<file path="src/rtl/panel_entry_controller_pkg.sv">
// Shared definitions for the front-panel entry controller.
//   - Field encodings used on the field output and for byte selection.
//   - FSM state encoding (EDIT / WRITE).
//   - Default timing constants for auto-repeat and write acknowledge.
package panel_entry_controller_pkg;

  localparam logic [1:0] FIELD_ADDR_HI = 2'd0;
  localparam logic [1:0] FIELD_ADDR_LO = 2'd1;
  localparam logic [1:0] FIELD_DATA    = 2'd2;

  typedef enum logic {
    ST_EDIT  = 1'b0,
    ST_WRITE = 1'b1
  } state_e;

  localparam int unsigned DEF_REPEAT_DELAY = 25;
  localparam int unsigned DEF_REPEAT_RATE  = 5;
  localparam int unsigned DEF_ACK_TIMEOUT  = 255;

  // Field rotation ADDR_HI -> ADDR_LO -> DATA -> ADDR_HI. Encoding 3 is
  // never produced; if it ever appeared it falls back to ADDR_HI.
  function automatic logic [1:0] next_field(input logic [1:0] f);
    case (f)
      FIELD_ADDR_HI: next_field = FIELD_ADDR_LO;
      FIELD_ADDR_LO: next_field = FIELD_DATA;
      default:       next_field = FIELD_ADDR_HI;
    endcase
  endfunction

  // +1 / -1 on one byte with natural 8-bit wrap.
  function automatic logic [7:0] step_byte(input logic [7:0] b,
                                           input logic       up,
                                           input logic       dn);
    if (up)      step_byte = b + 8'd1;
    else if (dn) step_byte = b - 8'd1;
    else         step_byte = b;
  endfunction

endpackage

</file>
<file path="src/rtl/panel_autorepeat_stepper.sv">
// Auto-repeat step generator for one front-panel button.
//   qzt_clk : system clock
//   reset   : synchronous, active-low reset
//   tick    : one-cycle timing strobe pacing the repeat
//   level   : debounced button level
//   inhibit : forces no steps and a cleared counter (both buttons held)
//   step    : one-cycle step pulse, valid in the same cycle as its cause
// A press steps immediately; after REPEAT_DELAY ticks held it steps again,
// then every REPEAT_RATE ticks until released.
module panel_autorepeat_stepper
  import panel_entry_controller_pkg::*;
#(
  parameter int unsigned REPEAT_DELAY = DEF_REPEAT_DELAY,
  parameter int unsigned REPEAT_RATE  = DEF_REPEAT_RATE
) (
  input  logic qzt_clk,
  input  logic reset,
  input  logic tick,
  input  logic level,
  input  logic inhibit,
  output logic step
);

  localparam logic [7:0] DELAY_CNT = 8'(REPEAT_DELAY);
  localparam logic [7:0] RATE_CNT  = 8'(REPEAT_RATE);

  logic       level_q;
  logic [7:0] cnt_q, cnt_d;
  logic       rpt_q, rpt_d;   // 0: waiting out the initial delay, 1: repeating
  logic       fire;
  logic [7:0] limit;

  assign limit = rpt_q ? RATE_CNT : DELAY_CNT;

  // NOTE: every variable gets a default before any branch, so no path leaves
  // one unassigned and no latch is inferred.
  always_comb begin
    cnt_d = cnt_q;
    rpt_d = rpt_q;
    fire  = 1'b0;
    // Released, freshly pressed or inhibited: the repeat sequence restarts.
    if (inhibit || !level || !level_q) begin
      cnt_d = '0;
      rpt_d = 1'b0;
    end else if (tick) begin
      if (cnt_q + 8'd1 == limit) begin
        fire  = 1'b1;
        cnt_d = '0;
        rpt_d = 1'b1;
      end else begin
        cnt_d = cnt_q + 8'd1;
      end
    end
  end

  assign step = !inhibit && ((level && !level_q) || fire);

  // NOTE: sequential state uses non-blocking assignments so every register
  // samples pre-edge values regardless of statement order.
  always_ff @(posedge qzt_clk) begin
    if (!reset) begin
      level_q <= 1'b0;
      cnt_q   <= '0;
      rpt_q   <= 1'b0;
    end else begin
      level_q <= level;
      cnt_q   <= cnt_d;
      rpt_q   <= rpt_d;
    end
  end

endmodule

</file>
<file path="src/rtl/panel_entry_controller.sv">
// Front-panel sequencer: edits a 16-bit address and 8-bit data byte from
// button activity, writes the byte via a req/ack handshake, then advances
// the address.
//   qzt_clk, reset             : clock, synchronous active-low reset
//   tick                       : auto-repeat pacing strobe
//   up_level, down_level       : debounced step buttons
//   next_pulse, commit_pulse   : field select / write strobes
//   wr_ack                     : memory acknowledge
//   addr, data, field          : edit registers and selected field
//   wr_req, busy, wr_error     : write handshake, WRITE indicator, timeout flag
module panel_entry_controller
  import panel_entry_controller_pkg::*;
#(
  parameter int unsigned REPEAT_DELAY = DEF_REPEAT_DELAY,
  parameter int unsigned REPEAT_RATE  = DEF_REPEAT_RATE,
  parameter int unsigned ACK_TIMEOUT  = DEF_ACK_TIMEOUT
) (
  input  logic        qzt_clk,
  input  logic        reset,
  input  logic        tick,
  input  logic        up_level,
  input  logic        down_level,
  input  logic        next_pulse,
  input  logic        commit_pulse,
  input  logic        wr_ack,
  output logic [15:0] addr,
  output logic [7:0]  data,
  output logic [1:0]  field,
  output logic        wr_req,
  output logic        busy,
  output logic        wr_error
);

  localparam logic [7:0] TIMEOUT_CNT = 8'(ACK_TIMEOUT);

  state_e      state_q, state_d;
  logic [15:0] addr_q, addr_d;
  logic [7:0]  data_q, data_d;
  logic [1:0]  field_q, field_d;
  logic        wr_req_q, wr_req_d;
  logic        busy_q, busy_d;
  logic        wr_error_q, wr_error_d;
  logic [7:0]  tmo_q, tmo_d;

  logic inhibit, up_step, down_step;

  // Both buttons held cancels stepping in both directions.
  assign inhibit = up_level & down_level;

  panel_autorepeat_stepper #(
    .REPEAT_DELAY (REPEAT_DELAY),
    .REPEAT_RATE  (REPEAT_RATE)
  ) u_up_stepper (
    .qzt_clk (qzt_clk),
    .reset   (reset),
    .tick    (tick),
    .level   (up_level),
    .inhibit (inhibit),
    .step    (up_step)
  );

  panel_autorepeat_stepper #(
    .REPEAT_DELAY (REPEAT_DELAY),
    .REPEAT_RATE  (REPEAT_RATE)
  ) u_down_stepper (
    .qzt_clk (qzt_clk),
    .reset   (reset),
    .tick    (tick),
    .level   (down_level),
    .inhibit (inhibit),
    .step    (down_step)
  );

  always_comb begin
    state_d    = state_q;
    addr_d     = addr_q;
    data_d     = data_q;
    field_d    = field_q;
    wr_req_d   = wr_req_q;
    busy_d     = busy_q;
    wr_error_d = wr_error_q;
    tmo_d      = tmo_q;

    case (state_q)
      ST_EDIT: begin
        if (commit_pulse) begin
          // Commit outranks a simultaneous next_pulse or step.
          state_d    = ST_WRITE;
          wr_req_d   = 1'b1;
          busy_d     = 1'b1;
          wr_error_d = 1'b0;
          tmo_d      = '0;
        end else begin
          if (next_pulse) begin
            field_d    = next_field(field_q);
            wr_error_d = 1'b0;
          end
          // Steps land on the currently selected byte only; no carry between
          // the address halves.
          case (field_q)
            FIELD_ADDR_HI: addr_d[15:8] = step_byte(addr_q[15:8], up_step, down_step);
            FIELD_ADDR_LO: addr_d[7:0]  = step_byte(addr_q[7:0], up_step, down_step);
            FIELD_DATA:    data_d       = step_byte(data_q, up_step, down_step);
            default:       ;
          endcase
        end
      end

      ST_WRITE: begin
        if (wr_ack) begin
          state_d  = ST_EDIT;
          wr_req_d = 1'b0;
          busy_d   = 1'b0;
          addr_d   = addr_q + 16'd1;
          field_d  = FIELD_DATA;
        end else if (tmo_q == TIMEOUT_CNT) begin
          state_d    = ST_EDIT;
          wr_req_d   = 1'b0;
          busy_d     = 1'b0;
          wr_error_d = 1'b1;
        end else begin
          tmo_d = tmo_q + 8'd1;
        end
      end

      default: state_d = ST_EDIT;
    endcase
  end

  always_ff @(posedge qzt_clk) begin
    if (!reset) begin
      state_q    <= ST_EDIT;
      addr_q     <= '0;
      data_q     <= '0;
      field_q    <= FIELD_ADDR_HI;
      wr_req_q   <= 1'b0;
      busy_q     <= 1'b0;
      wr_error_q <= 1'b0;
      tmo_q      <= '0;
    end else begin
      state_q    <= state_d;
      addr_q     <= addr_d;
      data_q     <= data_d;
      field_q    <= field_d;
      wr_req_q   <= wr_req_d;
      busy_q     <= busy_d;
      wr_error_q <= wr_error_d;
      tmo_q      <= tmo_d;
    end
  end

  assign addr     = addr_q;
  assign data     = data_q;
  assign field    = field_q;
  assign wr_req   = wr_req_q;
  assign busy     = busy_q;
  assign wr_error = wr_error_q;

endmodule

</file>
<file path="config.mk">
export PLATFORM = sky130hd
export DESIGN_NAME = panel_entry_controller
export DESIGN_NICKNAME = d
export VERILOG_FILES = /design/src/rtl/panel_entry_controller_pkg.sv /design/src/rtl/panel_autorepeat_stepper.sv /design/src/rtl/panel_entry_controller.sv
export SDC_FILE = /design/constraint.sdc
export NUM_CORES = 1
export LEC_CHECK = 0
export ABC_AREA = 1
export BUFFER_PORTS_ARGS = -buffer_cell sky130_fd_sc_hd__buf_2
export CAP_MARGIN = 20
export CORE_ASPECT_RATIO = 1.2
export CORE_MARGIN = 8
export CORE_UTILIZATION = 50
export DETAILED_ROUTE_END_ITERATION = 12
export PLACE_DENSITY = 0.69
export SETUP_SLACK_MARGIN = 0.4
export SLEW_MARGIN = 20
export SYNTH_ARGS = -nofsm -noshare
export SYNTH_HDL_FRONTEND = slang
export SYNTH_SLANG_ARGS = --single-unit
</file>
<file path="constraint.sdc">
create_clock -name qzt_clk -period 3.4 [get_ports qzt_clk]
set_input_delay 0.51 -clock qzt_clk [delete_from_list [all_inputs] [get_ports qzt_clk]]
set_output_delay 0.51 -clock qzt_clk [all_outputs]
set_load 0.005 [all_outputs]
</file>
== Yosys cells after proc, flatten, opt, wreduce, memory -nomap -nowiden ==
Index checks and enable logic that the tools add are counted.

* Reductions and logical operators: 28
* $add $sub $neg: 10
* Muxes and demuxes: 43
* Bitwise gates (word level): 4
* Eq/ne operators: 17

{| class="wikitable"
|+ Operators by type and width
! operator !! count
|-
| 8-bit two-way mux || 13
|-
| 8-bit by 1-bit adder with 8-bit output, second input constant || 6
|-
| 16-bit two-way mux || 2
|-
| 16-bit case mux with 2 select lines || 1
|-
| 8-bit by 1-bit subtractor with 8-bit output, second input constant || 3
|-
| 16-bit by 1-bit adder with 16-bit output, second input constant || 1
|-
| 8-bit == test || 2
|-
| 1-bit two-way mux || 16
|-
| 8-bit case mux with 2 select lines || 1
|-
| 2-bit inequality test, second input constant || 6
|-
| 4-bit AND reduction || 3
|-
| 5-bit two-way mux || 2
|-
| 3-bit AND reduction || 3
|-
| 8-bit == test, second input constant || 1
|-
| 2-bit case mux with 2 select lines || 2
|-
| 1-bit logical OR || 6
|-
| 2-bit two-way mux || 3
|-
| 2-bit by 1-bit inequality test with 1-bit output, second input constant || 3
|-
| 3-bit by 2-bit inequality test with 1-bit output, second input constant || 2
|-
| 1-bit case mux with 2 select lines || 3
|-
| 2-bit AND reduction || 3
|-
| 1-bit zero test || 5
|-
| 1-bit logical AND || 4
|-
| 2-bit OR reduction || 2
|-
| 7 further kinds || 9
|}

* Input port bits: 8
* Output and inout bits: 29
* Flip-flop bits (word level): 57
* Logic and storage cells: 116

== Depth between registers and ports, before layout ==
Gate-level depths: netlist (run 1).

* Depth after elaboration: 12
* Depth in mapped cells: 25
* Mapped depth without buffers: 25

== Hierarchy ==
A second synthesis (run 1) with hierarchy kept.

* Cell total of the unflattened synthesis: 657
* Area, all modules: 4120.2 µm²

{| class="wikitable"
|+ Modules (own cells, without submodules)
! module !! area an instance (µm²) !! instances !! seq. area each (µm²) !! cells each
|-
| panel_entry_controller || 2886.5 || 1 || 740.7 || 457
|-
| panel_autorepeat_stepper || 616.8 || 2 || 200.2 || 100
|}

== Worst setup path before layout (run 1) ==
Ideal clock, no wire load.

* Path kind: reg-to-reg
* Start point: reg u_up_stepper.cnt_q[1]
* End point: reg data_q[5], in the netlist data[5]
* Path slack: 529 ps
* Buffers on the path: 0
* Data required time: 3281 ps
* Clock period less this slack: 2871 ps
* Cell stages (with the launch flop): 21
* Setup time: 119 ps
* Arrival time: 2751 ps
* Cells stage by stage: dfxtp_1 -> ha_1 -> nand2_2 -> clkinv_1 -> nand2_1 -> nand2_1 -> nand2_1 -> nand2_1 -> nor2_4 -> nand4_4 -> nand2_4 -> nand2_4 -> ha_1 -> a21o_1 -> a31oi_1 -> inv_1 -> a21oi_1 -> o21ai_0 -> xor2_1 -> nor2_1 -> nor3_1

* Longest elaborated chain between the ends: 9
* Elaborated cells between the ends (all ways): 10
* Classes of those cells: 1 x add/sub; 1 x eq/ne; 4 x mux; 4 x reduce/logical

{| class="wikitable"
|+ Ends and longest elaborated chain
! what !! line !! source
|-
| start, declared || panel_autorepeat_stepper.sv:28 || <nowiki>logic [7:0] cnt_q, cnt_d;</nowiki>
|-
| start signal, assigned || panel_autorepeat_stepper.sv:67 || <nowiki>cnt_q <= cnt_d;</nowiki>
|-
| 8-bit by 1-bit adder with 8-bit output * || panel_autorepeat_stepper.sv:46 || <nowiki>if (cnt_q + 8'd1 == limit) begin</nowiki>
|-
| 8-bit == test * || panel_autorepeat_stepper.sv:46 ||
|-
| 1-bit two-way mux * || panel_autorepeat_stepper.sv:46 ||
|-
| 1-bit two-way mux * || panel_autorepeat_stepper.sv:45 || <nowiki>end else if (tick) begin</nowiki>
|-
| 1-bit two-way mux * || panel_autorepeat_stepper.sv:42 || <nowiki>if (inhibit || !level || !level_q) begin</nowiki>
|-
| 1-bit logical OR * || panel_autorepeat_stepper.sv:56 || <nowiki>assign step = !inhibit && ((level && !level_q) || fire);</nowiki>
|-
| 1-bit logical AND * || panel_autorepeat_stepper.sv:56 ||
|-
| 2-bit nonzero test (no line) || -- ||
|-
| 4-bit AND reduction (no line) || -- ||
|-
| end signal, assigned || panel_entry_controller.sv:143 || <nowiki>data_q <= data_d;</nowiki>
|-
| end, declared || panel_entry_controller.sv:38 || <nowiki>logic [7:0] data_q, data_d;</nowiki>
|}

Every way passes the cells marked *; elsewhere a longest branch is shown, timed or not.
A chain may end at the register's enable or synchronous reset.

== Final worst setup path (run 1) ==
* Start point: reg u_up_stepper.cnt_q[1]
* End point: reg addr_q[5], in the netlist addr[5]

* Longest elaborated chain between the ends: 11
* Elaborated cells between the ends (all ways): 13
* Classes of those cells: 1 x add/sub; 2 x eq/ne; 7 x mux; 3 x reduce/logical

{| class="wikitable"
|+ Ends and longest elaborated chain
! what !! line !! source
|-
| 8-bit by 1-bit adder with 8-bit output * || panel_autorepeat_stepper.sv:46 ||
|-
| 8-bit == test * || panel_autorepeat_stepper.sv:46 ||
|-
| 1-bit two-way mux * || panel_autorepeat_stepper.sv:46 ||
|-
| 1-bit two-way mux * || panel_autorepeat_stepper.sv:45 ||
|-
| 1-bit two-way mux * || panel_autorepeat_stepper.sv:42 ||
|-
| 1-bit logical OR * || panel_autorepeat_stepper.sv:56 ||
|-
| 1-bit logical AND * || panel_autorepeat_stepper.sv:56 ||
|-
| 8-bit two-way mux || panel_entry_controller_pkg.sv:34 || <nowiki>if (up) step_byte = b + 8'd1;</nowiki>
|-
| 8-bit two-way mux || panel_entry_controller.sv:100 || <nowiki>case (field_q)</nowiki>
|-
| 16-bit two-way mux || panel_entry_controller.sv:86 || <nowiki>if (commit_pulse) begin</nowiki>
|-
| 16-bit case mux with 2 select lines || panel_entry_controller.sv:84 || <nowiki>case (state_q)</nowiki>
|-
| end signal, assigned || panel_entry_controller.sv:142 || <nowiki>addr_q <= addr_d;</nowiki>
|-
| end, declared || panel_entry_controller.sv:37 || <nowiki>logic [15:0] addr_q, addr_d;</nowiki>
|}

Every way passes the cells marked *; elsewhere a longest branch is shown, timed or not. The select of a mux whose other input is x is not followed.

==> summary.md, run 1 <==
| Metric | Value |
|---|---|
| Layout Area Growth over Synthesis | 23.9% |
| Vias in the first global route | 4,124 |
| Top_reg_cell synth | dfxtp_1 |
| Worst min path class | primary input to flip-flop |
| Sequential Area | roughly 0.0012 mm2 |
| Ports | 37 |
| Max Cap Viol | 0 |
| Final wirelength | roughly 11,000 um |
| First-pass GRT wire length | around 18,000 um |
| N_diodes | 0 |
| Setup CP Type | flip-flop to flip-flop |
| Synth top area share | between 20% and 30% |
| Via count | 4,271 |
| Initial cell density of the core | about half |
| Largest family of logic cells by synthesized area | simple AND/OR/NAND/NOR gates |
| RSZ-0062 raised after global routing | yes |
| Worst-Margin Slew | about 1100 ps |
| Hold Vio Cnt, Final | 0 |
| Share of cells above drive strength 1 | a little over a fifth |
| Number of synthesized flops with an enable pin | 0 |
| Die area | 0.0113 mm2 |
| Hold Crit Depth | 3 |
| Critical path's largest stage delay | roughly 390 ps |
| Largest net degree at the start of global routing | 21 |
| Vias/cell | ~5.4 |
| Cell mode on critical path | nand2_2 |
| Design Power | ~0.0019 W |
| Mux share of post-synthesis cell area | 0.245% |
| Worst slew margin | between 20% and 30% |
| Register clock-pin slew on the reported worst setup and hold paths | about 70 ps |
| CP Max Fanout | 7 |
| Final cycle utilization of the critical path | about nine tenths |
| Max-slew violations | 0 |
| Area used by multi-input combinational logic | 0.00292 mm2 |
| Worst hold start | up_level |
| ANT nets after route | 0 |
| Slowest cell on crit path | dfxtp_4 |
| Setup TNS | 0 ps |
| Most common cell in the netlist | nand2_1 |
| Arrival time worst endpoint | roughly 3300 ps |
| Synth Area in Compound Gates | 13.0% |
| Final setup viols | 0 |
| Asr flop ratio synth | 0% |
| Hold path endpoint | u_up_stepper.level_q$_SDFF_PN0_ |
| Startpoint Class | flip-flop |
| Period minus WS final | roughly 3000 ps |
| Avg WL per Cell | ~14 um |
| Filler cell count in the final layout | about 690 |
| H-tree levels | 3 |
| Synth Register Bits | 57 |
| Avg Cell Area, Syn | roughly 6.4 um2 |
| Final setup skew | about 5.6 ps |
| CTS tree | yes |
| Netlist cell types | roughly 40 |
| FF-to-FF path depth | 25 |
| Syn_nets | 672 |
| Worst Path Required | 3650 ps |
| Remaining DRCs | 0 |
| Grt total ovfl | 0 |
| Most area-consuming cells after synthesis | dfxtp_1 28%, nand2_1 16%, inv_1 7.9% |
| Die width | roughly 100 um |
| Initial antenna violation count | 0 |
| Cell count after synthesis | 636 |
| TritonCTS buffer count | 9 |
| CP Capture Type | flip-flop |
| Gpl congestion | 0.850 |
| Core Box Area | around 0.008 mm2 |
| Dpl hpwl | between 7000 and 8000 um |
| Root buffer cell | clkbuf_8 |
| Cts hold-fix bufs | 0 |
| Leakage | 2.34 nW |
| Outcome | complete, no violations |
| CTS Buffer Depth | 2 |
| Dominant cell type by area after synthesis | dfxtp_1 |
| Die Y | 115 um |
| Drt initial violations | between 300 and 400 |
| Worst-skew pair later-pin latency | between 300 and 400 ps |
| Peak VDD IR | between 0.2 and 0.3 mV |
| Post-Synth Simple-Gate Area | between 30% and 40% |
| FF-to-FF Start | u_up_stepper.cnt_q[1]$_SDFFE_PP0P_ |
| PwrDens | roughly 370 mW/mm2 |
| Layout Nets | about 730 |
| R2R Setup Slk | about 320 ps |
| Port buffer count | 36 |
| Syn. warnings | 0 |
| XOR/XNOR share of the synthesized area | under 10% |
| Max Fclk | about 320 MHz |
| DRT Pass-1 Iters | 5 |
| Synth cell count leaders | 170 x nand2_1, 86 x inv_1, 67 x nor2_1 |
| CTS sink cnt | between 50 and 60 |
| Post-Synth Adder-Cell Area | 9.14% |
| R2r endpoint | addr[5]$_SDFFE_PN0P_ |
| Mapped Area | 0.00408 mm2 |
| Sequential area share after synthesis | approximately 28% |
| Num rows | 36 |
| Total track usage | 19.1% |
## metrics by stage
stage / hold WS [ps] / setup slack, ps / utilization [%] / std cells / area, um2
2_1_floorplan: 447 / 529 / - / 636 / 4080
3_3_place_gp: 468 / 275 / 53.9 / 756 / 4330
3_5_place_dp: 476 / 103 / 53.9 / 756 / 4330
4_1_cts: 390 / 415 / 60.0 / 780 / 4810
5_1_grt: 413 / 154 / 63.0 / 792 / 5050
6_report: 404 / 319 / 63.0 / 792 / 5050
## where the power goes
part	switching (W)	internal, W	leakage, nW	total, W
logic	0.000290	0.000213	1.78	0.000504
registers	0.0000528	0.000692	0.467	0.000745
clock network	0.000295	0.000337	0.0933	0.000633
## cell families (layout without fill, tap and decap cells)
family / after synthesis / after routing
DFF: 57 / 57
AOI/OAI and AO/OA: 97 / 97
buffers and inverters: 102 / 161
and+or+nand+nor: 338 / 340
adders and majority gates: 28 / 28
muxes: 1 / 1
xor gates and xnor gates: 13 / 13
## final cells by class
class	instances	share of cell area, %
inverters	88	6.54
flip-flops and latches	57	22.9
repair buffers	57	6.76
clock inverters	5	1.11
clock buffers	11	2.60
well taps	95	2.35
multi-input cells	479	57.8
## layer usage
metal | part of all wire, % | wire, um | GRT usage [%] | vias to the layer above
met4 | 3.0 | 331 | 11.1 | 0
met3 | 3.8 | 424 | 3.69 | 33
met2 | 50 | 5540 | 33.1 | 123
met1 | 43 | 4770 | 21.4 | 1939
met5 | 0 | 0 | 0 | -
li1 | - | - | - | 2176
## how the worst max path moves through the flow
stage | from | endpoint | slack [ps] | depth (start not counted)
6_report | u_up_stepper.cnt_q[1]$_SDFFE_PP0P_ | addr[5]$_SDFFE_PN0P_ | 320 | 25
5_1_grt | u_up_stepper.cnt_q[1]$_SDFFE_PP0P_ | addr[5]$_SDFFE_PN0P_ | 150 | 26
4_1_cts | u_up_stepper.cnt_q[1]$_SDFFE_PP0P_ | data[7]$_SDFFE_PN0P_ | 410 | 23
3_5_place_dp | u_up_stepper.cnt_q[1]$_SDFFE_PP0P_ | data[5]$_SDFFE_PN0P_ | 100 | 19
3_3_place_gp | u_up_stepper.cnt_q[1]$_SDFFE_PP0P_ | addr[5]$_SDFFE_PN0P_ | 270 | 23
2_1_floorplan | u_up_stepper.cnt_q[1]$_SDFFE_PP0P_ | data[5]$_SDFFE_PN0P_ | 530 | 20
## state kept, by name, summed over array words and instances, names as in the netlist, 2 cells and up
| name | cells |
|---|---|
| u_down_stepper.cnt_q | 8 |
| addr | 16 |
| u_up_stepper.cnt_q | 8 |
| data | 8 |
| tmo_q | 8 |
| field | 2 |
## critical path: cells and delay by family, from the launching register on
family	cells	cell delay, ps
AND/OR/NAND/NOR	19	1670
adder cells (fa/ha/maj)	2	430
flip-flops	1	390
buffers and inverters	2	250
AO/OA/AOI/OAI	2	220
## placed cells by master (no fill, tap or decap), types with 6 or more instances in the layout
master and n:
xor2_1 9, nor3_1 6, buf_4 20, inv_1 86, clkbuf_8 9, dfxtp_1 52, nand4_1 14, ha_1 10
nor2_2 8, nand3_2 8, ha_4 15, o21ai_0 21, nand2_2 20, buf_2 36, nand3_1 48, a21oi_1 46
nor2_1 63, nand2_1 154
## timing repair
item                       in CTS  in global routing
setup buffers                   6                 12
cloned                          2                  0
setup endpoints to repair      10                  9
pin swaps                       7                 36
gates resized for setup        27                 47
(Power assumes the default switching activity.)
==> inputs of run 2 (changes only) <==
--- a/config.mk
+++ b/config.mk
@@ -8,11 +8,13 @@
 export ABC_AREA = 1
 export BUFFER_PORTS_ARGS = -buffer_cell sky130_fd_sc_hd__buf_2
 export CAP_MARGIN = 20
+export CELL_PAD_IN_SITES_DETAIL_PLACEMENT = 1
+export CELL_PAD_IN_SITES_GLOBAL_PLACEMENT = 2
 export CORE_ASPECT_RATIO = 1.2
 export CORE_MARGIN = 8
-export CORE_UTILIZATION = 50
+export CORE_UTILIZATION = 33
 export DETAILED_ROUTE_END_ITERATION = 12
-export PLACE_DENSITY = 0.69
+export PLACE_DENSITY_LB_ADDON = 0.1
 export SETUP_SLACK_MARGIN = 0.4
 export SLEW_MARGIN = 20
 export SYNTH_ARGS = -nofsm -noshare
==> run 2 against run 1 <==
Against the previous run: non-clock buffer count grew 5; first-iteration DRC count shrank 58%; die area grew 43%; cell count grew 9.1%; count of clock-buffer cells in the layout is the same; final area grew 6.1%; largest cell class unchanged; worst setup slack gained 110 ps; sequential share of layout area shrank 1.3 points; core utilization shrank 19 points; critical path type unchanged; critical endpoint is now addr[7]$_SDFFE_PN0P_.
==> summary.md, run 2 (synthesis gave the netlist of run 1 again) <==
| Metric | Value |
|---|---|
| Worst min path class | primary input to flip-flop |
| Final setup skew | 5.50 ps (-0.138 ps) |
| Ports | 37 (unchanged) |
| Routed length on met1 | 5590 um (+17%) |
| Final setup viols | 0 (unchanged) |
| N_diodes | 0 (unchanged) |
| Cts hold-fix bufs | 0 (unchanged) |
| Total track usage | 15.8% (-3.3 points) |
| Slowest cell on crit path | dfxtp_4 |
| Max FFs per register | 16 (unchanged) |
| Critical path's largest stage delay | 370 ps (-20 ps) |
| Share of cells above drive strength 1 | 22.6% (+0.81 points) |
| Commonest non-fill, non-tap cells in the layout | 155 x nand2_1, 85 x inv_1, 65 x nor2_1 |
| Commonest non-fill, non-tap cell in the layout | nand2_1 |
| Drt initial violations | 139 (-58%) |
| RSZ-0062 raised after global routing | yes |
| CP bufs+invs | 3 (+1) |
| Max Cap Viol | 0 (unchanged) |
| Worst-path cell chain | ha_4, nand2_4, nor2_2, nand2_1, nand2_1, nand2_1, nor2_4, nand4_4, nand2_8, buf_12, nand2_8, buf_6, ha_4, inv_1, nor3_2, nand2_1, nand3_2, xor2_2, nand3_1, nand3_1, nand2_1, nor2_1, nor2_1 |
| Dpl hpwl | 9220 um (+29%) |
| Psw | 0.000676 W (+5.8%) |
| Max-slew violations | 0 (unchanged) |
| Combinational power share | 22.1% (-4.7 points) |
| Grt total ovfl | 0 (unchanged) |
| Final wirelength | 12,900 um (+17%) |
| CP Max Fanout | 6 (-1) |
| CP top delay family | simple AND/OR/NAND/NOR gates |
| Sw frac | 29.1% (-4.8 points) |
| Remaining DRCs | 0 (unchanged) |
| H-tree levels | 3 (unchanged) |
| Initial antenna violation count | 0 (unchanged) |
| Clock Power Share | 45.8% (+12 points) |
| Worst-Margin Slew | 912 ps (-204 ps) |
| First-pass GRT wire length | 20,900 um (+17%) |
| Period minus WS final | 2970 ps (-109 ps) |
| ANT nets after route | 0 (unchanged) |
| Metal2 WL | 6690 um (+21%) |
| Via count | 4,311 (+0.94%) |
| Avg WL per Cell | 15.0 um (+7.1%) |
| Gpl congestion | 0.803 (-5.5%) |
| Port buffer count | 36 (unchanged) |
| Setup TNS | 0 ps (unchanged) |
| Largest net degree at the start of global routing | 21 (unchanged) |
| Die area | 0.0162 mm2 (+43%) |
| Outcome | complete, no violations |
| DRT Pass-1 Iters | 4 (-1) |
| CTS tree | yes |
| Place WS | 80.0 ps (-23.1 ps) |
| Uppermost routed layer | met4 |
| Setup WS post-layout | 429 ps (+109 ps) |
| Register clock-pin slew on the reported worst setup and hold paths | 50 ps (-20 ps) |
| Core Box Area | 0.0121 mm2 (+51%) |
| CTS Buffer Depth | 2 (unchanged) |
| Layout Area Growth over Synthesis | 31.4% |
| Layout Nets | 734 (+0.82%) |
| Cell internal pwr | 0.00164 W (+32%) |
| Worst-skew pair later-pin latency | 330 ps (-20 ps) |
| Final cycle utilization of the critical path | 87.4% (-3.2 points) |
| Metal3 WL | 421 um (-0.71%) |
| Arrival time worst endpoint | 3200 ps (-130 ps) |
| Worst slew margin | 38.8% (+13 points) |
| Startpoint Class | flip-flop |
| Cell mode on critical path | nand2_1 |
| Die Y | 138 um (+20%) |
| CTS sink cnt | 57 (unchanged) |
| Worst Path Required | 3630 ps (-20 ps) |
| Vias in the first global route | 4,356 (+5.6%) |
| TritonCTS buffer count | 9 (unchanged) |
| Vias/cell | 4.99 (-7.5%) |
| Initial cell density of the core | 33.7% (-17 points) |
| Hold Vio Cnt, Final | 0 (unchanged) |
| Peak VDD IR | 0.234 mV (-14%) |
| CP Capture Type | flip-flop |
| Leakage | 2.46 nW (+4.9%) |
| Root buffer cell | clkbuf_16 |
| Max Fclk | 337 MHz (+3.7%) |
| PwrDens | 432 mW/mm2 (+16%) |
| Sequential share of power | 32.1% (-7.5 points) |
| Setup CP Type | flip-flop to flip-flop |
| Num rows | 44 (+22%) |
| Die width | 118 um (+19%) |
[run 2: cell types whose count changed in the layout (fill, tap and decap cells not counted), sizes merged]
cell	delta
clkinv	-2
bufinv	+2
buf	+5
nand2	+1
[run 2: power groups by stage]
stage	Clock, W	Combinational, W	Sequential [W]
2_1_floorplan	0	0.000298	0.000741
3_3_place_gp	0	0.000398	0.000755
3_5_place_dp	0	0.000408	0.000756
4_1_cts	0.00109	0.000455	0.000746
5_1_grt	0.00112	0.000576	0.000750
6_report	0.00106	0.000513	0.000744
[run 2: worst paths after layout]
kind                                            from  slack [ps]  depth (start not counted)                               to
hold reg to reg                tmo_q[1]$_SDFFE_PN0P_         480                          2            tmo_q[1]$_SDFFE_PN0P_
setup reg to reg  u_up_stepper.cnt_q[1]$_SDFFE_PP0P_         430                         23             addr[7]$_SDFFE_PN0P_
hold / removal                              up_level         430                          3  u_up_stepper.level_q$_SDFF_PN0_
setup / recovery  u_up_stepper.cnt_q[1]$_SDFFE_PP0P_         430                         23             addr[7]$_SDFFE_PN0P_
[run 2: worst register-to-register path, delay by kind of cell, from the launching register on]
| family | cells | cell delay [ps] |
|---|---|---|
| xor gates and xnor gates | 1 | 160 |
| and+or+nand+nor | 17 | 1590 |
| DFF | 1 | 370 |
| adders and majority gates | 2 | 410 |
| buffers and inverters | 3 | 350 |
[run 2: per-layer routing]
layer / global-route usage [%] / up-vias
met5: 0 / -
met1: 17.4 / 2057
met4: 5.77 / 0
li1: - / 2187
met3: 3.16 / 15
met2: 29.6 / 52
[run 2: cell type report]
class | count | area (um2)
clock buffers | 11 | 243
clock inverters | 5 | 103
fillers | 1564 | 6750
inverters | 88 | 330
multi-input cells | 480 | 2930
flip-flops and latches | 57 | 1150
well taps | 161 | 201
repair buffers | 62 | 403
[run 2: repair_timing]
action / CTS / global route
buffers inserted: 6 / 15
endpoints found under the setup margin: 10 / 10
gates resized for setup: 30 / 52
cloned: 2 / 1
pin swaps: 11 / 31
[run 2: per-stage QoR]
step	util (%)	instance area, um2	hold slack, ps	total power (W)	instances
after floorplan	-	4080	447	0.00104	636
after global placement	36.5	4420	464	0.00115	824
after global routing	44.3	5360	459	0.00244	864
after detailed placement	36.5	4420	481	0.00116	824
after CTS	41.6	5040	424	0.00229	848
final	44.3	5360	435	0.00232	864
